<file path="src/rtl/mem_pkg.sv">
// mem_pkg: shared types and constants for the unified-memory arbiter.
//   arb_state_t : arbiter FSM states
//   REQ_ID_I/D  : requester identifiers for trace output
//   WORD_W      : default data/address width
package mem_pkg;

  localparam int WORD_W = 32;

  typedef enum logic [2:0] {
    IDLE   = 3'd0,
    REQ_I  = 3'd1,
    REQ_D  = 3'd2,
    WAIT_I = 3'd3,
    WAIT_D = 3'd4
  } arb_state_t;

  localparam logic REQ_ID_I = 1'b0;
  localparam logic REQ_ID_D = 1'b1;

endpackage

</file>
<file path="src/rtl/mem_arbiter_if.sv">
// mem_arbiter_if: bundles the fetch (I), memory-stage (D) and memory-side
// signals of the arbiter.
//   slave  : the arbiter's view (takes requests, drives memory)
//   master : the environment's view (pipeline stages plus memory model)
interface mem_arbiter_if #(
  parameter int WORD = 32
);
  // Fetch requester
  logic            i_req;
  logic [WORD-1:0] i_addr;
  logic [WORD-1:0] i_rdata;
  logic            i_valid;
  // Data requester
  logic            d_req;
  logic            d_we;
  logic [WORD-1:0] d_addr;
  logic [WORD-1:0] d_wdata;
  logic [3:0]      d_wmask;
  logic [WORD-1:0] d_rdata;
  logic            d_valid;
  // Memory side
  logic            mem_req;
  logic            mem_we;
  logic [WORD-1:0] mem_addr;
  logic [WORD-1:0] mem_wdata;
  logic [3:0]      mem_wmask;
  logic            mem_ready;
  logic            mem_rvalid;
  logic [WORD-1:0] mem_rdata;

  modport slave (
    input  i_req, i_addr, d_req, d_we, d_addr, d_wdata, d_wmask,
           mem_ready, mem_rvalid, mem_rdata,
    output i_rdata, i_valid, d_rdata, d_valid,
           mem_req, mem_we, mem_addr, mem_wdata, mem_wmask
  );

  modport master (
    output i_req, i_addr, d_req, d_we, d_addr, d_wdata, d_wmask,
           mem_ready, mem_rvalid, mem_rdata,
    input  i_rdata, i_valid, d_rdata, d_valid,
           mem_req, mem_we, mem_addr, mem_wdata, mem_wmask
  );
endinterface

</file>
<file path="src/rtl/starve_counter.sv">
// starve_counter: saturating counter of cycles the fetch requester has been
// waiting without being served.
//   clk, reset : clock, asynchronous active-low reset
//   inc        : count one more waiting cycle (ignored once at MAX_WAIT)
//   clr        : clear to zero (wins over inc)
//   cnt        : current count
//   at_max     : cnt has reached MAX_WAIT
module starve_counter #(
  parameter int MAX_WAIT = 4,
  parameter int CNT_W    = 3
) (
  input  logic             clk,
  input  logic             reset,
  input  logic             inc,
  input  logic             clr,
  output logic [CNT_W-1:0] cnt,
  output logic             at_max
);

  assign at_max = (cnt == CNT_W'(MAX_WAIT));

  always_ff @(posedge clk or negedge reset) begin
    if (!reset) begin
      cnt <= '0;
    end else if (clr) begin
      cnt <= '0;
    end else if (inc && !at_max) begin
      cnt <= cnt + 1'b1;
    end
  end

endmodule

</file>
<file path="src/rtl/mem_arbiter.sv">
// mem_arbiter: shares one single-port memory between the fetch stage (I,
// read-only) and the memory stage (D, read/write). One transaction in flight
// at a time; D has priority unless I has lost MAX_WAIT consecutive cycles.
//   clk   : clock, rising edge
//   reset : asynchronous active-low reset
//   bus   : mem_arbiter_if.slave -- I/D request/response and memory port
module mem_arbiter
  import mem_pkg::*;
#(
  parameter int WORD     = WORD_W,
  parameter int MAX_WAIT = 4,
  parameter int CNT_W    = 3
) (
  input  logic           clk,
  input  logic           reset,
  mem_arbiter_if.slave   bus
);

  arb_state_t state, state_nxt;
  logic       cancel, cancel_nxt;
  logic       grant_i, grant_d;
  logic       req, i_vld, d_vld;

  logic [WORD-1:0] addr_q, wdata_q;
  logic            we_q;
  logic [3:0]      wmask_q;

  logic [CNT_W-1:0] wait_cnt;
  logic             at_max;
  logic             cnt_inc, cnt_clr;

  // I is waiting whenever it requests but is not the one being served.
  assign cnt_inc = bus.i_req && (state != REQ_I) && (state != WAIT_I);
  assign cnt_clr = grant_i || !bus.i_req;

  starve_counter #(
    .MAX_WAIT (MAX_WAIT),
    .CNT_W    (CNT_W)
  ) u_starve (
    .clk    (clk),
    .reset  (reset),
    .inc    (cnt_inc),
    .clr    (cnt_clr),
    .cnt    (wait_cnt),
    .at_max (at_max)
  );

  always_ff @(posedge clk or negedge reset) begin
    if (!reset) begin
      state  <= IDLE;
      cancel <= 1'b0;
    end else begin
      state  <= state_nxt;
      cancel <= cancel_nxt;
    end
  end

  always_comb begin
    state_nxt  = state;
    cancel_nxt = 1'b0;
    grant_i    = 1'b0;
    grant_d    = 1'b0;
    req        = 1'b0;
    i_vld      = 1'b0;
    d_vld      = 1'b0;
    case (state)
      IDLE: begin
        if (bus.d_req && !(bus.i_req && at_max)) begin
          grant_d   = 1'b1;
          state_nxt = REQ_D;
        end else if (bus.i_req) begin
          grant_i   = 1'b1;
          state_nxt = REQ_I;
        end
      end
      REQ_I: begin
        // A fetch flush withdraws the request before memory accepts it.
        if (!bus.i_req) begin
          state_nxt = IDLE;
        end else begin
          req = 1'b1;
          if (bus.mem_ready) state_nxt = WAIT_I;
        end
      end
      REQ_D: begin
        req = 1'b1;
        if (bus.mem_ready) state_nxt = WAIT_D;
      end
      WAIT_I: begin
        // The response must still be consumed after a flush, but it is
        // swallowed rather than handed to a fetch stage that moved on.
        if (bus.mem_rvalid) begin
          i_vld     = bus.i_req && !cancel;
          state_nxt = IDLE;
        end else begin
          cancel_nxt = cancel || !bus.i_req;
        end
      end
      WAIT_D: begin
        if (bus.mem_rvalid) begin
          d_vld     = 1'b1;
          state_nxt = IDLE;
        end
      end
      default: state_nxt = IDLE;
    endcase
  end

  // Request fields are captured at grant so the memory sees stable values
  // however long mem_ready stays low.
  always_ff @(posedge clk or negedge reset) begin
    if (!reset) begin
      addr_q  <= '0;
      wdata_q <= '0;
      we_q    <= 1'b0;
      wmask_q <= 4'b0;
    end else if (grant_d) begin
      addr_q  <= bus.d_addr;
      wdata_q <= bus.d_wdata;
      we_q    <= bus.d_we;
      wmask_q <= bus.d_wmask;
    end else if (grant_i) begin
      addr_q  <= bus.i_addr;
      wdata_q <= '0;
      we_q    <= 1'b0;
      wmask_q <= 4'b0;
    end
  end

  assign bus.mem_req   = req;
  assign bus.mem_we    = we_q;
  assign bus.mem_addr  = addr_q;
  assign bus.mem_wdata = wdata_q;
  assign bus.mem_wmask = wmask_q;

  assign bus.i_valid = i_vld;
  assign bus.d_valid = d_vld;
  assign bus.i_rdata = i_vld ? bus.mem_rdata : '0;
  assign bus.d_rdata = d_vld ? bus.mem_rdata : '0;

endmodule
</file>
<file path="src/flat_wrapper.sv">
// flat-port wrapper written by rule: the top's interface ports become plain ports
module mem_arbiter_flat import mem_pkg::*;
#(
  parameter int WORD     = WORD_W,
  parameter int MAX_WAIT = 4,
  parameter int CNT_W    = 3
)
  (clk, reset, bus_i_req, bus_i_addr, bus_d_req, bus_d_we, bus_d_addr, bus_d_wdata, bus_d_wmask, bus_mem_ready, bus_mem_rvalid, bus_mem_rdata, bus_i_rdata, bus_i_valid, bus_d_rdata, bus_d_valid, bus_mem_req, bus_mem_we, bus_mem_addr, bus_mem_wdata, bus_mem_wmask);
  mem_arbiter_if #(.WORD(WORD)) bus_i ();
  input  logic clk;
  input  logic reset;
  input wire logic [$bits(bus_i.i_req)-1:0] bus_i_req;
  input wire logic [$bits(bus_i.i_addr)-1:0] bus_i_addr;
  input wire logic [$bits(bus_i.d_req)-1:0] bus_d_req;
  input wire logic [$bits(bus_i.d_we)-1:0] bus_d_we;
  input wire logic [$bits(bus_i.d_addr)-1:0] bus_d_addr;
  input wire logic [$bits(bus_i.d_wdata)-1:0] bus_d_wdata;
  input wire logic [$bits(bus_i.d_wmask)-1:0] bus_d_wmask;
  input wire logic [$bits(bus_i.mem_ready)-1:0] bus_mem_ready;
  input wire logic [$bits(bus_i.mem_rvalid)-1:0] bus_mem_rvalid;
  input wire logic [$bits(bus_i.mem_rdata)-1:0] bus_mem_rdata;
  output wire logic [$bits(bus_i.i_rdata)-1:0] bus_i_rdata;
  output wire logic [$bits(bus_i.i_valid)-1:0] bus_i_valid;
  output wire logic [$bits(bus_i.d_rdata)-1:0] bus_d_rdata;
  output wire logic [$bits(bus_i.d_valid)-1:0] bus_d_valid;
  output wire logic [$bits(bus_i.mem_req)-1:0] bus_mem_req;
  output wire logic [$bits(bus_i.mem_we)-1:0] bus_mem_we;
  output wire logic [$bits(bus_i.mem_addr)-1:0] bus_mem_addr;
  output wire logic [$bits(bus_i.mem_wdata)-1:0] bus_mem_wdata;
  output wire logic [$bits(bus_i.mem_wmask)-1:0] bus_mem_wmask;
  assign bus_i.i_req = bus_i_req;
  assign bus_i.i_addr = bus_i_addr;
  assign bus_i.d_req = bus_d_req;
  assign bus_i.d_we = bus_d_we;
  assign bus_i.d_addr = bus_d_addr;
  assign bus_i.d_wdata = bus_d_wdata;
  assign bus_i.d_wmask = bus_d_wmask;
  assign bus_i.mem_ready = bus_mem_ready;
  assign bus_i.mem_rvalid = bus_mem_rvalid;
  assign bus_i.mem_rdata = bus_mem_rdata;
  assign bus_i_rdata = bus_i.i_rdata;
  assign bus_i_valid = bus_i.i_valid;
  assign bus_d_rdata = bus_i.d_rdata;
  assign bus_d_valid = bus_i.d_valid;
  assign bus_mem_req = bus_i.mem_req;
  assign bus_mem_we = bus_i.mem_we;
  assign bus_mem_addr = bus_i.mem_addr;
  assign bus_mem_wdata = bus_i.mem_wdata;
  assign bus_mem_wmask = bus_i.mem_wmask;
  mem_arbiter #(.WORD(WORD), .MAX_WAIT(MAX_WAIT), .CNT_W(CNT_W)) u_core (.clk(clk), .reset(reset), .bus(bus_i));
endmodule
</file>
<file path="config.mk">
export PLATFORM = sky130hd
export DESIGN_NAME = mem_arbiter_flat
export DESIGN_NICKNAME = d
export VERILOG_FILES = /design/src/rtl/mem_pkg.sv /design/src/rtl/mem_arbiter_if.sv /design/src/rtl/starve_counter.sv /design/src/rtl/mem_arbiter.sv /design/src/flat_wrapper.sv
export SDC_FILE = /design/constraint.sdc
export NUM_CORES = 1
export LEC_CHECK = 0
export ABC_AREA = 1
export CORE_AREA = 2 2 108 110
export CTS_CLUSTER_SIZE = 24
export DETAILED_ROUTE_END_ITERATION = 7
export DIE_AREA = 0 0 110 112
export DONT_BUFFER_PORTS = 1
export GPL_ROUTABILITY_DRIVEN = 0
export PLACE_DENSITY_LB_ADDON = 0.2
export SLEW_MARGIN = 40
export SYNTH_ARGS = -nofsm -noshare
export SYNTH_HDL_FRONTEND = slang
export SYNTH_SLANG_ARGS = --single-unit
</file>
<file path="constraint.sdc">
create_clock -name clk -period 1.7 [get_ports clk]
set_input_delay 0.425 -clock clk [delete_from_list [all_inputs] [get_ports clk]]
set_output_delay 0.425 -clock clk [all_outputs]
set_load 0.02 [all_outputs]
</file>
=== Word level (Yosys, flattened, before mapping) ===
Index checks and enable logic that the tools add are counted.

* $add $sub $neg: 1
* Equal/unequal tests: 11
* Reductions and logical operators: 17
* Mux-type cells: 31

{| class="wikitable"
|+ Operators by type and width
! cell !! count
|-
| 2-to-1 mux 32 bit || 6
|-
| 2-to-1 mux 3 bit || 8
|-
| 2-to-1 mux 1 bit || 13
|-
| case mux 3 bit (4 select lines) || 1
|-
| 2-to-1 mux 4 bit || 2
|-
| equality test 3 x 2 -> 1 bit, second input constant || 2
|-
| equality test 3 bit, second input constant || 2
|-
| logical AND 1 bit || 6
|-
| != test 3 x 2 -> 1 bit, second input constant || 2
|-
| zero test 1 bit || 4
|-
| AND reduction 4 bit || 1
|-
| nonzero test 2 bit || 2
|-
| adder 3 x 1 -> 3 bit, second input constant || 1
|-
| equality test 3 x 1 -> 1 bit, second input constant || 1
|-
| zero test 3 bit || 1
|-
| != test 3 x 1 -> 1 bit, second input constant || 1
|-
| != test 3 bit, second input constant || 1
|-
| logical OR 1 bit || 2
|-
| != test 2 x 1 -> 1 bit, second input constant || 1
|-
| != test 2 bit, second input constant || 1
|-
| case mux 1 bit (2 select lines) || 1
|-
| OR reduction 2 bit || 1
|}

* Register bits after elaboration: 76
* Word-level logic and storage cells: 67
* Input bits: 139

=== Depth between registers and ports, before layout ===
* Word-level depth: 8
* Gate-level depth with buffers: 10
* Gate-level depth less buffers: 9

=== Cells and area by module ===
From an unflattened synthesis, not the netlist that was laid out.

* Cells, all modules: 436
* Area total of the unflattened synthesis: 3641.0 sq um

{| class="wikitable"
|+ Modules (own cells, without submodules)
! module !! instances !! cells an instance !! sequential area each (sq um) !! area an instance (sq um)
|-
| mem_arbiter || 1 || 411 || 1826.8 || 3455.8
|-
| starve_counter || 1 || 25 || 75.1 || 185.2
|}

=== Worst setup path after synthesis ===
Ideal clock, no wire load.

* Path kind: register to output
* Start: register u_core.state[1]
* End: output port bus_d_rdata[10]
* Slack: -0.352 ns
* Cell stages (with the launch flop): 7
* Arrival: 1.627 ns
* Path buffers: 1
* Cells stage by stage: dfrtp_1 > nor2_2 > nand2_1 > nor2_1 > inv_1 > clkbuf_1 > nor2_1

* Longest elaborated chain between the ends: 3

{| class="wikitable"
|+ RTL lines
! element !! RTL line !! RTL
|-
| from (decl) || mem_arbiter.sv:19 || <nowiki>arb_state_t state, state_nxt;</nowiki>
|-
| from (signal assigned) || mem_arbiter.sv:53 || <nowiki>state <= state_nxt;</nowiki>
|-
| equality test 3 bit || mem_arbiter.sv:66 || <nowiki>case (state)</nowiki>
|-
| 2-to-1 mux 1 bit || mem_arbiter.sv:66 ||
|-
| via bus_d_valid || flat_wrapper.sv:25 || <nowiki>output wire logic [$bits(bus_i.d_valid)-1:0] bus_d_valid;</nowiki>
|-
| 2-to-1 mux 32 bit || mem_arbiter.sv:139 || <nowiki>assign bus.d_rdata = d_vld ? bus.mem_rdata : '0;</nowiki>
|-
| to (decl) || flat_wrapper.sv:24 || <nowiki>output wire logic [$bits(bus_i.d_rdata)-1:0] bus_d_rdata;</nowiki>
|}

The timed path passes the listed nets, and every way through them passes these cells.

=== Worst setup path after layout ===
* Start: register u_core.state[0]
* End: output port bus_d_rdata[8]

* Longest elaborated chain between the ends: 3

{| class="wikitable"
|+ RTL lines
! element !! RTL line
|-
| equality test 3 bit || mem_arbiter.sv:66
|-
| 2-to-1 mux 1 bit || mem_arbiter.sv:66
|-
| 2-to-1 mux 32 bit || mem_arbiter.sv:139
|}

No other way between the ends.

==> flow_metrics.py <==
metrics = {
    "clocking": {
        "htreeDepth": 3,
        "cts.sinks": 76,
        "insertion_delay_ns": 0.33,
        "clockBufferDepth": 2,
        "clk_pin_slew_ns": 0.06,
        "numCtsBuffers": 9,
        "cts_tree": "built",
        "root_buffer": "clkbuf_16",
    },
    "floorplanning": {
        "ioPinCount": 275,
        "start_util_pct": 34.6,
        "die_x_um": 110,
        "die_h_um": 112,
        "core-area_um2": 11200,
        "rows": 39,
        "dieArea_um2": 12300,
    },
    "timing": {
        "max_freq_mhz": 501,
        "tightest_slew_ns": 0.266,
        "min_period_ns": 2.00,
        "finalMaxSlewViolations": 0,
        "finalWorstSetupSlack_ns": -0.296,
        "holdWs_ns": -0.218,
        "fin_setup_tns_ns": -17.59,
        "min_period_over_period_pct": 117,
        "hold_viol_final": 76,
        "finalSetupViolCount": 87,
        "finalClockSkew_ns": 0.00992,
        "rsz0062_at_grt": "true",
        "relSlewSlack_pct": 82.3,
    },
    "logic_synthesis": {
        "synth-seq-cells": 76,
        "synth_area_leader_cell": "dfrtp_1",
        "yosysSeqAreaShare_pct": 49.2,
        "synthTopCellsByArea": "dfrtp_1 49%, nand2_1 32%, nor2_1 7.3%",
        "yosys.area.top_type_share_pct": 49.2,
        "synth_area_um2": 3860,
        "ys.warnings.count": 0,
        "ys_types": 18,
        "syn_avg_cell_area_um2": 6.79,
        "synthCells": 569,
        "syn_nets": 710,
    },
    "routing": {
        "antenna_left": 0,
        "routed_wl_um": 12000,
        "wire_per_inst_um": 15.3,
        "dr.pass1.iters": 4,
        "drt_iter0_drc": 151,
        "drc": 0,
        "vias_per_cell": 4.74,
        "vias": 3714,
    },
    "finish": {
        "final_area_um2": 5580,
        "final_cell_mix": "316 x nand2_1, 74 x dfrtp_1, 52 x nor2_4",
        "final.fill_count": 1050,
        "drive_gt1_share_pct": 27.0,
        "final_common_cell": "nand2_1",
        "utilization_pct": 49.9,
        "area_growth_pct": 44.3,
        "diodes": 0,
        "nets": 777,
    },
    "global_route": {
        "track_usage_pct": 17.0,
        "use_met1_pct": 18.0,
        "met2_usage_pct": 31.2,
        "grt_start_max_net_pins": 77,
        "antenna_found_initial": 0,
        "busiest_layer": "met2",
        "grt_pass1_vias": 3424,
        "overflow": 0,
        "use_met3_pct": 5.09,
        "grt_first_pass_wirelength_um": 16200,
    },
    "power_and_ir_drop": {
        "leakagePower_nw": 3.05,
        "peakVddDrop_uv": 937,
        "powerDensity_nw_per_um2": 1720,
    },
    "run": {
        "drv_cap": 0,
    },
    "worst_setup_path": {
        "arrival_ns": 1.57,
        "cp_max_fo": 12,
        "cp-start-kind": "flop",
        "r2r_cells": 11,
        "r2r-start": "u_core.state[0]",
        "r2r-end": "u_core.bus.mem_wdata[19]",
        "critPathKind": "reg -> out",
        "required_ns": 1.27,
        "cp-end-kind": "output pin",
        "reg2reg_slack_ns": -0.03,
    },
    "worst_hold_path": {
        "worstHoldPathType": "in -> async",
    },
    "placement": {
        "dp_hpwl_um": 8110,
        "port_buffers": 0,
        "post_dp_cell_area_um2": 4570,
        "post-place-ws_ns": 0.00587,
    },
    "outcome": {
        "status": "finished with violations",
        "violations": "negative hold slack, negative setup slack",
    },
}
==> metrics by stage <==
| step | total power [mW] | std cells |
|---|---|---|
| detailed placement | 6.94 | 738 |
| global route | 10.3 | 784 |
| global placement | 6.85 | 738 |
| CTS | 9.02 | 760 |
| finish | 9.60 | 784 |
| floorplan | 6.16 | 569 |
==> flip-flops by register name (all words and copies together) (netlist names) <==
name	count
u_core.u_starve.cnt	3
u_core.state	3
u_core.cancel	1
u_core.bus.mem_wdata	32
u_core.bus.mem_we	1
u_core.bus.mem_addr	32
u_core.bus.mem_wmask	4
==> how the worst max path moves through the flow <==
stage / endpoint / start / cells past startpoint
after floorplan: bus_d_rdata[21] / u_core.state[0] / 6
after global placement: bus_d_rdata[31] / u_core.state[0] / 7
after detailed placement: bus_d_rdata[31] / u_core.state[0] / 7
after CTS: bus_i_rdata[26] / u_core.state[2] / 7
after global routing: bus_i_rdata[2] / u_core.state[2] / 7
final: bus_d_rdata[8] / u_core.state[0] / 6
==> per-layer routing <==
metal | up-vias | wire, µm
li1 | 1803 | -
met1 | 1729 | 4430
met2 | 172 | 6480
met3 | 10 | 956
met4 | 0 | 131
met5 | - | 0
==> synth_stat cells <==
cell	n
nor2_4	2
xor2_1	1
ha_1	2
buf_4	4
inv_1	47
nand2_2	1
nor2_1	75
nand3_1	7
nor2_2	1
nor3_1	2
clkbuf_1	6
buf_2	13
nand4_1	1
buf_6	3
a21oi_1	2
nand2_1	325
dfrtp_1	76
inv_2	1
==> worst max-delay path, stage by stage, from the launching register on <==
cell and delay (ns):
dfrtp_2 0.45, nor2_4 0.15, nand2_4 0.07, nor2_4 0.13, inv_4 0.07, clkbuf_16 0.20
nor2_4 0.16
==> layout make-up <==
class                   count  area (µm²)  share of cell area (%)
multi-input cells         419        2070                    37.2
inverters                  48         183                    3.28
flip-flops and latches     76        1900                    34.1
well taps                 143         179                    3.21
clock inverters             4        47.5                   0.853
clock buffers              12         256                    4.60
repair buffers             82         932                    16.7
==> logic make-up after synthesis <==
group	Yosys count	share of synthesized area, %
fa+ha+maj	2	0.647
simple gates	414	41.1
flops	76	49.2
buf+inv	74	8.58
compound gates	2	0.259
xor+xnor	1	0.227
==> what timing repair did <==
| action | in CTS | in global routing |
|---|---|---|
| pin swaps | 6 | 14 |
| hold endpoints to repair | 76 | 76 |
| setup endpoints to repair | 67 | 95 |
| gates cloned | 0 | 9 |
| buffers inserted | 6 | 16 |
| gates resized for setup | 7 | 94 |
==> report_power, final <==
group | leakage [nW] | switching [mW] | total [mW] | internal (mW)
clock | 0.149 | 0.736 | 1.95 | 1.21
combinational | 1.94 | 2.03 | 3.50 | 1.47
sequential | 0.960 | 1.55 | 4.15 | 2.60
total | 3.05 | 4.32 | 9.60 | 5.28
(Power assumes the default switching activity.)
